### src/rtl/fpu_pkg.sv
// Definitions shared by the FPU datapath, the issue stage, the hazard unit and writeback:
// opcode encoding, issue-stage FSM states and default operation latencies.
package fpu_pkg;

  localparam logic [3:0] ADD32 = 4'b0000;
  localparam logic [3:0] SUB32 = 4'b0001;
  localparam logic [3:0] MUL32 = 4'b0010;
  localparam logic [3:0] DIV32 = 4'b0011;
  localparam logic [3:0] ADD64 = 4'b0100;
  localparam logic [3:0] SUB64 = 4'b0101;
  localparam logic [3:0] MUL64 = 4'b0110;
  localparam logic [3:0] DIV64 = 4'b0111;

  localparam int DEF_LAT_ADD   = 2;
  localparam int DEF_LAT_MUL32 = 3;
  localparam int DEF_LAT_MUL64 = 5;
  localparam int DEF_LAT_DIV32 = 12;
  localparam int DEF_LAT_DIV64 = 24;
  localparam int DEF_CNT_W     = 5;

  typedef enum logic [1:0] {
    ST_IDLE = 2'd0,
    ST_EXEC = 2'd1,
    ST_HOLD = 2'd2
  } issue_state_e;

  // Every opcode with the top bit set is undefined.
  function automatic logic op_is_illegal(input logic [3:0] op);
    return op[3];
  endfunction

endpackage

### src/rtl/fpu_lat_lut.sv
// Opcode to (latency - 1) map; shared by the issue stage and the hazard unit.
module fpu_lat_lut
  import fpu_pkg::*;
#(
  parameter int LAT_ADD   = DEF_LAT_ADD,
  parameter int LAT_MUL32 = DEF_LAT_MUL32,
  parameter int LAT_MUL64 = DEF_LAT_MUL64,
  parameter int LAT_DIV32 = DEF_LAT_DIV32,
  parameter int LAT_DIV64 = DEF_LAT_DIV64,
  parameter int CNT_W     = DEF_CNT_W
) (
  input  logic [3:0]       op,
  output logic [CNT_W-1:0] lat_m1
);

  always_comb begin
    // Undefined opcodes complete after a single cycle.
    case (op)
      ADD32, SUB32, ADD64, SUB64: lat_m1 = CNT_W'(LAT_ADD - 1);
      MUL32:                      lat_m1 = CNT_W'(LAT_MUL32 - 1);
      MUL64:                      lat_m1 = CNT_W'(LAT_MUL64 - 1);
      DIV32:                      lat_m1 = CNT_W'(LAT_DIV32 - 1);
      DIV64:                      lat_m1 = CNT_W'(LAT_DIV64 - 1);
      default:                    lat_m1 = '0;
    endcase
  end

endmodule

### src/rtl/fpu_issue_seq.sv
// Issue/sequencing stage in front of the combinational FPU: holds operands for the
// op's latency, captures the result and offers it to writeback.
module fpu_issue_seq
  import fpu_pkg::*;
#(
  parameter int LAT_ADD   = DEF_LAT_ADD,
  parameter int LAT_MUL32 = DEF_LAT_MUL32,
  parameter int LAT_MUL64 = DEF_LAT_MUL64,
  parameter int LAT_DIV32 = DEF_LAT_DIV32,
  parameter int LAT_DIV64 = DEF_LAT_DIV64,
  parameter int CNT_W     = DEF_CNT_W
) (
  input  logic        CLK,
  input  logic        Reset_L,
  input  logic        Flush,
  input  logic        IssueValid,
  output logic        IssueReady,
  input  logic [63:0] OpA,
  input  logic [63:0] OpB,
  input  logic [3:0]  OpCtrl,
  input  logic [4:0]  OpDest,
  output logic [63:0] BusA,
  output logic [63:0] BusB,
  output logic [3:0]  FPUCtrl,
  input  logic [63:0] BusO,
  output logic        ResValid,
  input  logic        ResReady,
  output logic [63:0] ResData,
  output logic [4:0]  ResDest,
  output logic        IllegalOp,
  output logic        Busy
);

  issue_state_e     state_q, state_d;
  logic [CNT_W-1:0] cnt_q, cnt_d;
  logic [63:0]      bus_a_q, bus_a_d;
  logic [63:0]      bus_b_q, bus_b_d;
  logic [3:0]       fpu_ctrl_q, fpu_ctrl_d;
  logic [63:0]      res_data_q, res_data_d;
  logic [4:0]       res_dest_q, res_dest_d;
  logic             res_valid_q, res_valid_d;
  logic             illegal_q, illegal_d;

  logic [CNT_W-1:0] lat_m1;
  logic             issue_ready;
  logic             accept;

  fpu_lat_lut #(
    .LAT_ADD   (LAT_ADD),
    .LAT_MUL32 (LAT_MUL32),
    .LAT_MUL64 (LAT_MUL64),
    .LAT_DIV32 (LAT_DIV32),
    .LAT_DIV64 (LAT_DIV64),
    .CNT_W     (CNT_W)
  ) u_lat_lut (
    .op     (OpCtrl),
    .lat_m1 (lat_m1)
  );

  // A held result may retire and a new op be accepted on the same edge.
  assign issue_ready = (state_q == ST_IDLE) || ((state_q == ST_HOLD) && ResReady);
  assign accept      = IssueValid && issue_ready && !Flush;

  always_comb begin
    // NOTE: every *_d gets a default first so no path leaves it unassigned (no latches).
    state_d     = state_q;
    cnt_d       = cnt_q;
    bus_a_d     = bus_a_q;
    bus_b_d     = bus_b_q;
    fpu_ctrl_d  = fpu_ctrl_q;
    res_data_d  = res_data_q;
    res_dest_d  = res_dest_q;
    res_valid_d = res_valid_q;
    illegal_d   = illegal_q;

    if (Flush) begin
      state_d     = ST_IDLE;
      res_valid_d = 1'b0;
      illegal_d   = 1'b0;
    end else begin
      unique case (state_q)
        ST_IDLE: ;
        ST_EXEC: begin
          if (cnt_q != '0) begin
            cnt_d = cnt_q - CNT_W'(1);
          end else begin
            res_data_d  = op_is_illegal(fpu_ctrl_q) ? 64'd0 : BusO;
            illegal_d   = op_is_illegal(fpu_ctrl_q);
            res_valid_d = 1'b1;
            state_d     = ST_HOLD;
          end
        end
        ST_HOLD: begin
          if (ResReady) begin
            res_valid_d = 1'b0;
            illegal_d   = 1'b0;
            state_d     = ST_IDLE;
          end
        end
        default: state_d = ST_IDLE;
      endcase

      // Accept overrides the retire-to-IDLE above for back-to-back issue.
      if (accept) begin
        bus_a_d    = OpA;
        bus_b_d    = OpB;
        fpu_ctrl_d = OpCtrl;
        res_dest_d = OpDest;
        cnt_d      = lat_m1;
        state_d    = ST_EXEC;
      end
    end
  end

  // NOTE: sequential state uses non-blocking assignments only; all flops are reset since there is no array storage here.
  always_ff @(posedge CLK or negedge Reset_L) begin
    if (!Reset_L) begin
      state_q     <= ST_IDLE;
      cnt_q       <= '0;
      bus_a_q     <= '0;
      bus_b_q     <= '0;
      fpu_ctrl_q  <= '0;
      res_data_q  <= '0;
      res_dest_q  <= '0;
      res_valid_q <= 1'b0;
      illegal_q   <= 1'b0;
    end else begin
      state_q     <= state_d;
      cnt_q       <= cnt_d;
      bus_a_q     <= bus_a_d;
      bus_b_q     <= bus_b_d;
      fpu_ctrl_q  <= fpu_ctrl_d;
      res_data_q  <= res_data_d;
      res_dest_q  <= res_dest_d;
      res_valid_q <= res_valid_d;
      illegal_q   <= illegal_d;
    end
  end

  assign IssueReady = issue_ready;
  assign BusA       = bus_a_q;
  assign BusB       = bus_b_q;
  assign FPUCtrl    = fpu_ctrl_q;
  assign ResValid   = res_valid_q;
  assign ResData    = res_data_q;
  assign ResDest    = res_dest_q;
  assign IllegalOp  = illegal_q;
  assign Busy       = (state_q != ST_IDLE);

endmodule

### config.mk
export PLATFORM = sky130hd
export DESIGN_NAME = fpu_issue_seq
export DESIGN_NICKNAME = d
export VERILOG_FILES = /design/src/rtl/fpu_pkg.sv /design/src/rtl/fpu_lat_lut.sv /design/src/rtl/fpu_issue_seq.sv
export SDC_FILE = /design/constraint.sdc
export NUM_CORES = 1
export LEC_CHECK = 0
export ABC_CLOCK_PERIOD_IN_PS = 1700
export CAP_MARGIN = 10
export CORE_MARGIN = 10
export CORE_UTILIZATION = 37
export CTS_CLUSTER_DIAMETER = 40
export CTS_CLUSTER_SIZE = 28
export DETAILED_ROUTE_END_ITERATION = 7
export PLACE_DENSITY = 0.75
export SYNTH_ARGS = -nofsm -noshare
export SYNTH_HDL_FRONTEND = slang
export SYNTH_SLANG_ARGS = --single-unit
### constraint.sdc
create_clock -name CLK -period 1.7 [get_ports CLK]
set_input_delay 0.17 -clock CLK [delete_from_list [all_inputs] [get_ports CLK]]
set_output_delay 0.17 -clock CLK [all_outputs]
set_load 0.02 [all_outputs]
==> impl_metrics.csv <==
group,metric,value,unit
setup_path,cp.required,2.07,ns
logic_synthesis,synth_area_leaders,"dfrtp_1, mux2_2, nand2b_1",
logic_synthesis,synthTopCellsByCount,"dfrtp_1, mux2_2, nand2_1, nand2b_1, o21ai_0",
setup_path,reg2reg_slack,-0.03,ns
clock_network,root_buffer,"clkbuf_16",
logic_synthesis,synthAdderAreaFrac,0.150,%
logic_synthesis,yosysTopAreaCell,"dfrtp_1",
setup_path,startpoint_type,"flip-flop",
route,drc_errors,0,
die,start_util,37.9,%
logic_synthesis,synthXorXnorAreaFrac,0.105,%
route,vias,6864,
setup_path,r2r_start,"state_q[0]",
die,die_w,170,microns
route,first_iter_violations,320,
finish,nets,1315,
setup_path,path_class,"flip-flop to flip-flop",
global_route,overflow,0,
power,leakage,7.19,nW
global_route,grt_max_degree,67,
power,pwr-share-comb,43.2,%
outcome,outcome,"finished, violations left",
finish,multi_input_area,3420,sq um
logic_synthesis,synth-compound-area-share,5.11,%
logic_synthesis,synth-edff-count,0,
power,power.share.switching,34.3,%
route,via_per_inst,4.84,
die,core,22000,sq um
clock_network,clockBufferDepth,3,
timing,whs,0.185,ns
setup_path,crit_top_cell,"buf_6",
power,switching_power,0.00959,W
global_route,antenna_found_initial,1,
power,vdd_ir_drop_max,1190,uV
finish,n_fill_cell,1477,
timing,setup_viol,57,
logic_synthesis,synth-seq-cells,210,
clock_network,clock_latency,0.50,ns
logic_synthesis,syn-instance-count,627,
route,final_antenna_net_count,0,
route,routedWlPerCell,23.0,microns
power,seqPwrFrac,29.6,%
timing,worstMarginPinSlew,0.366,ns
die,pin_count,411,
logic_synthesis,synth.avg_cell_area,13.3,sq um
placed_design,pre_cts_ws,-0.361,ns
timing,clock_skew,0.0132,ns
global_route,grt_usage,19.1,%
route,drt-total-wl,32700,microns
power,p_int,0.0184,W
logic_synthesis,yosys.area_share.simple,9.47,%
die,die_y,170,microns
finish,area_growth,86.6,%
setup_path,cpMaxStageDelayCell,"dfrtp_1",
finish,finalNonFillerCells,1417,
logic_synthesis,yosysSeqAreaShare,62.9,%
logic_synthesis,synthMuxAreaShare,18.8,%
logic_synthesis,synth_top_area_share,62.9,%
route,dr.pass1.iters,4,
timing,fmax,0.577,GHz
timing,slew_violations,0,
timing,grt_setup_unrepaired,"yes",
clock_network,cts_tree,"done",
logic_synthesis,syn_nets,834,
placed_design,place_hpwl,22200,microns
clock_network,path_clk_slew,0.05,ns
timing,setup_slack,-0.0344,ns
logic_synthesis,synth.distinct_cells,30,
worst_hold_path,hp-class,"input port to asynchronous set/reset pin",
setup_path,crit_chain,"buf_6 -> nor3b_4 -> buf_6 -> buf_12 -> nand2_8 -> buf_4 -> nand2_1 -> o21ai_0",
timing,fin_crit_sh,102,%
finish,ff_latch_area,5260,sq um
setup_path,crit_path_max_incr_delay,0.43,ns
clock_network,cts_made_buffers,37,
power,p_clk_share,27.2,%
clock_network,clock-sinks,210,
run,maxCapViolations,0,
timing,slew_headroom,75.6,%
logic_synthesis,yosys_warnings,0,
timing,final_hold_viol_count,0,
power,power,0.0280,W
placed_design,place_congestion,0.812,
setup_path,cp.arrival,2.10,ns
die,dieArea,29000,sq um
outcome,violations,"negative setup slack",
logic_synthesis,async_reset_ff_share,100,%
logic_synthesis,ys.flop_type,"dfrtp_1",
finish,layout-drive-gt1-share,29.4,%
logic_synthesis,synth_top_family_by_area,"multiplexers",
logic_synthesis,yosysMostFrequentCell,"dfrtp_1",
logic_synthesis,synth_area,8350,sq um
setup_path,crit_start,"state_q[0]",
clock_network,htree_levels,2,
timing,setup_tns,-1.03,ns
die,rows,54,
power,power_density,1800,nW/um^2
placed_design,port_buffers,410,
placed_design,dp.cells,1314,
setup_path,crit_path_max_fanout,9,
timing,finalWorstPathRequiredPeriod,1.73,ns
setup_path,endpoint_kind,"flip-flop",
global_route,grt_pass1_vias,7014,
global_route,grt_pass1_wl,42700,microns
-- power groups by stage --
stage | clock network [W] | logic [W] | registers, W
3_3_place_gp | 0 | 0.0107 | 0.00807
3_5_place_dp | 0 | 0.0109 | 0.00816
6_report | 0.00761 | 0.0121 | 0.00828
2_1_floorplan | 0 | 0.00260 | 0.0105
5_1_grt | 0.00799 | 0.0128 | 0.00851
4_1_cts | 0.00773 | 0.0108 | 0.00811
-- path summary, 6_finish.rpt --
check	end	cells after the start
max	ResData[32]	8
min	BusA[20]	2
max reg2reg	ResData[32]	8
min reg2reg	ResData[35]	2
max in group asynchronous	BusA[51]	3
min in group CLK	ResData[49]	3
-- metal layers --
metal	GRT usage (%)	vias up	part of all wire, %
met4	7.55	0	3.0
met2	33.7	280	52
li1	-	3120	-
met1	19.8	3408	36
met5	0	-	0
met3	8.03	56	9.4
-- critical path, delay by kind of cell, from the launching register on --
family,cells,cell delay (ns)
compound gates,1,0.08
buf+inv,4,0.61
flops,1,0.43
simple gates,3,0.48
-- sequential cells by signal (all words and copies together) (netlist names) --
register / flops
ResData: 64
ResDest: 5
cnt_q: 5
FPUCtrl: 4
BusB: 64
ResValid: 1
IllegalOp: 1
BusA: 64
state_q: 2
-- final cells by class --
type | instances | area share, %
Inverter | 5 | 0.120
Tap cell | 280 | 2.25
Clock inverter | 22 | 1.71
Multi-Input combinational cell | 375 | 21.9
Timing Repair Buffer | 479 | 33.7
Sequential cell | 210 | 33.7
Clock buffer | 45 | 6.54
Antenna cell | 1 | 0.0161
-- cells in the final DEF (no fill, tap or decap), types with 3 or more instances in the layout --
| cell | instances |
|---|---|
| bufinv_16 | 5 |
| buf_12 | 15 |
| buf_8 | 4 |
| dfrtp_1 | 210 |
| o21ai_1 | 39 |
| clkinv_4 | 3 |
| dlymetal6s2s_1 | 39 |
| o21ai_2 | 18 |
| dlygate4sd2_1 | 20 |
| nand2_2 | 18 |
| buf_6 | 12 |
| clkbuf_1 | 4 |
| clkbuf_8 | 3 |
| clkinv_2 | 8 |
| nand2_4 | 13 |
| nor2_1 | 4 |
| mux2_2 | 58 |
| inv_1 | 3 |
| buf_4 | 21 |
| o21ai_0 | 12 |
| clkbuf_16 | 55 |
| inv_6 | 4 |
| mux2_4 | 80 |
| nand2_1 | 39 |
| clkdlybuf4s50_1 | 348 |
| nand2_8 | 3 |
| nand2b_1 | 67 |
| a21oi_1 | 4 |
-- through the flow --
stage	cell area, sq um	utilization, %
after floorplan	8350	-
after global placement	13000	59.0
after detailed placement	13000	59.0
after CTS	14300	64.8
after global routing	15600	70.8
final	15600	70.8
-- timing repair --
action / in CTS / in global routing
gates resized for setup: 35 / 256
hold buffers: 1 / 0
setup buffers: 1 / 9
setup endpoints to repair: 47 / 205
pin swaps: 0 / 28
hold endpoints to repair: 185 / 0
gates cloned: 0 / 24
-- logic make-up (layout without fill, tap and decap cells) --
logic type      Yosys count  after routing
flops                   210            210
simple gates            153            155
mux                     140            140
compound gates           78             78
buf+inv                  44            551
fa+ha+maj                 1              1
xor+xnor                  1              1
other cells               0              1
(Power assumes the default switching activity.)
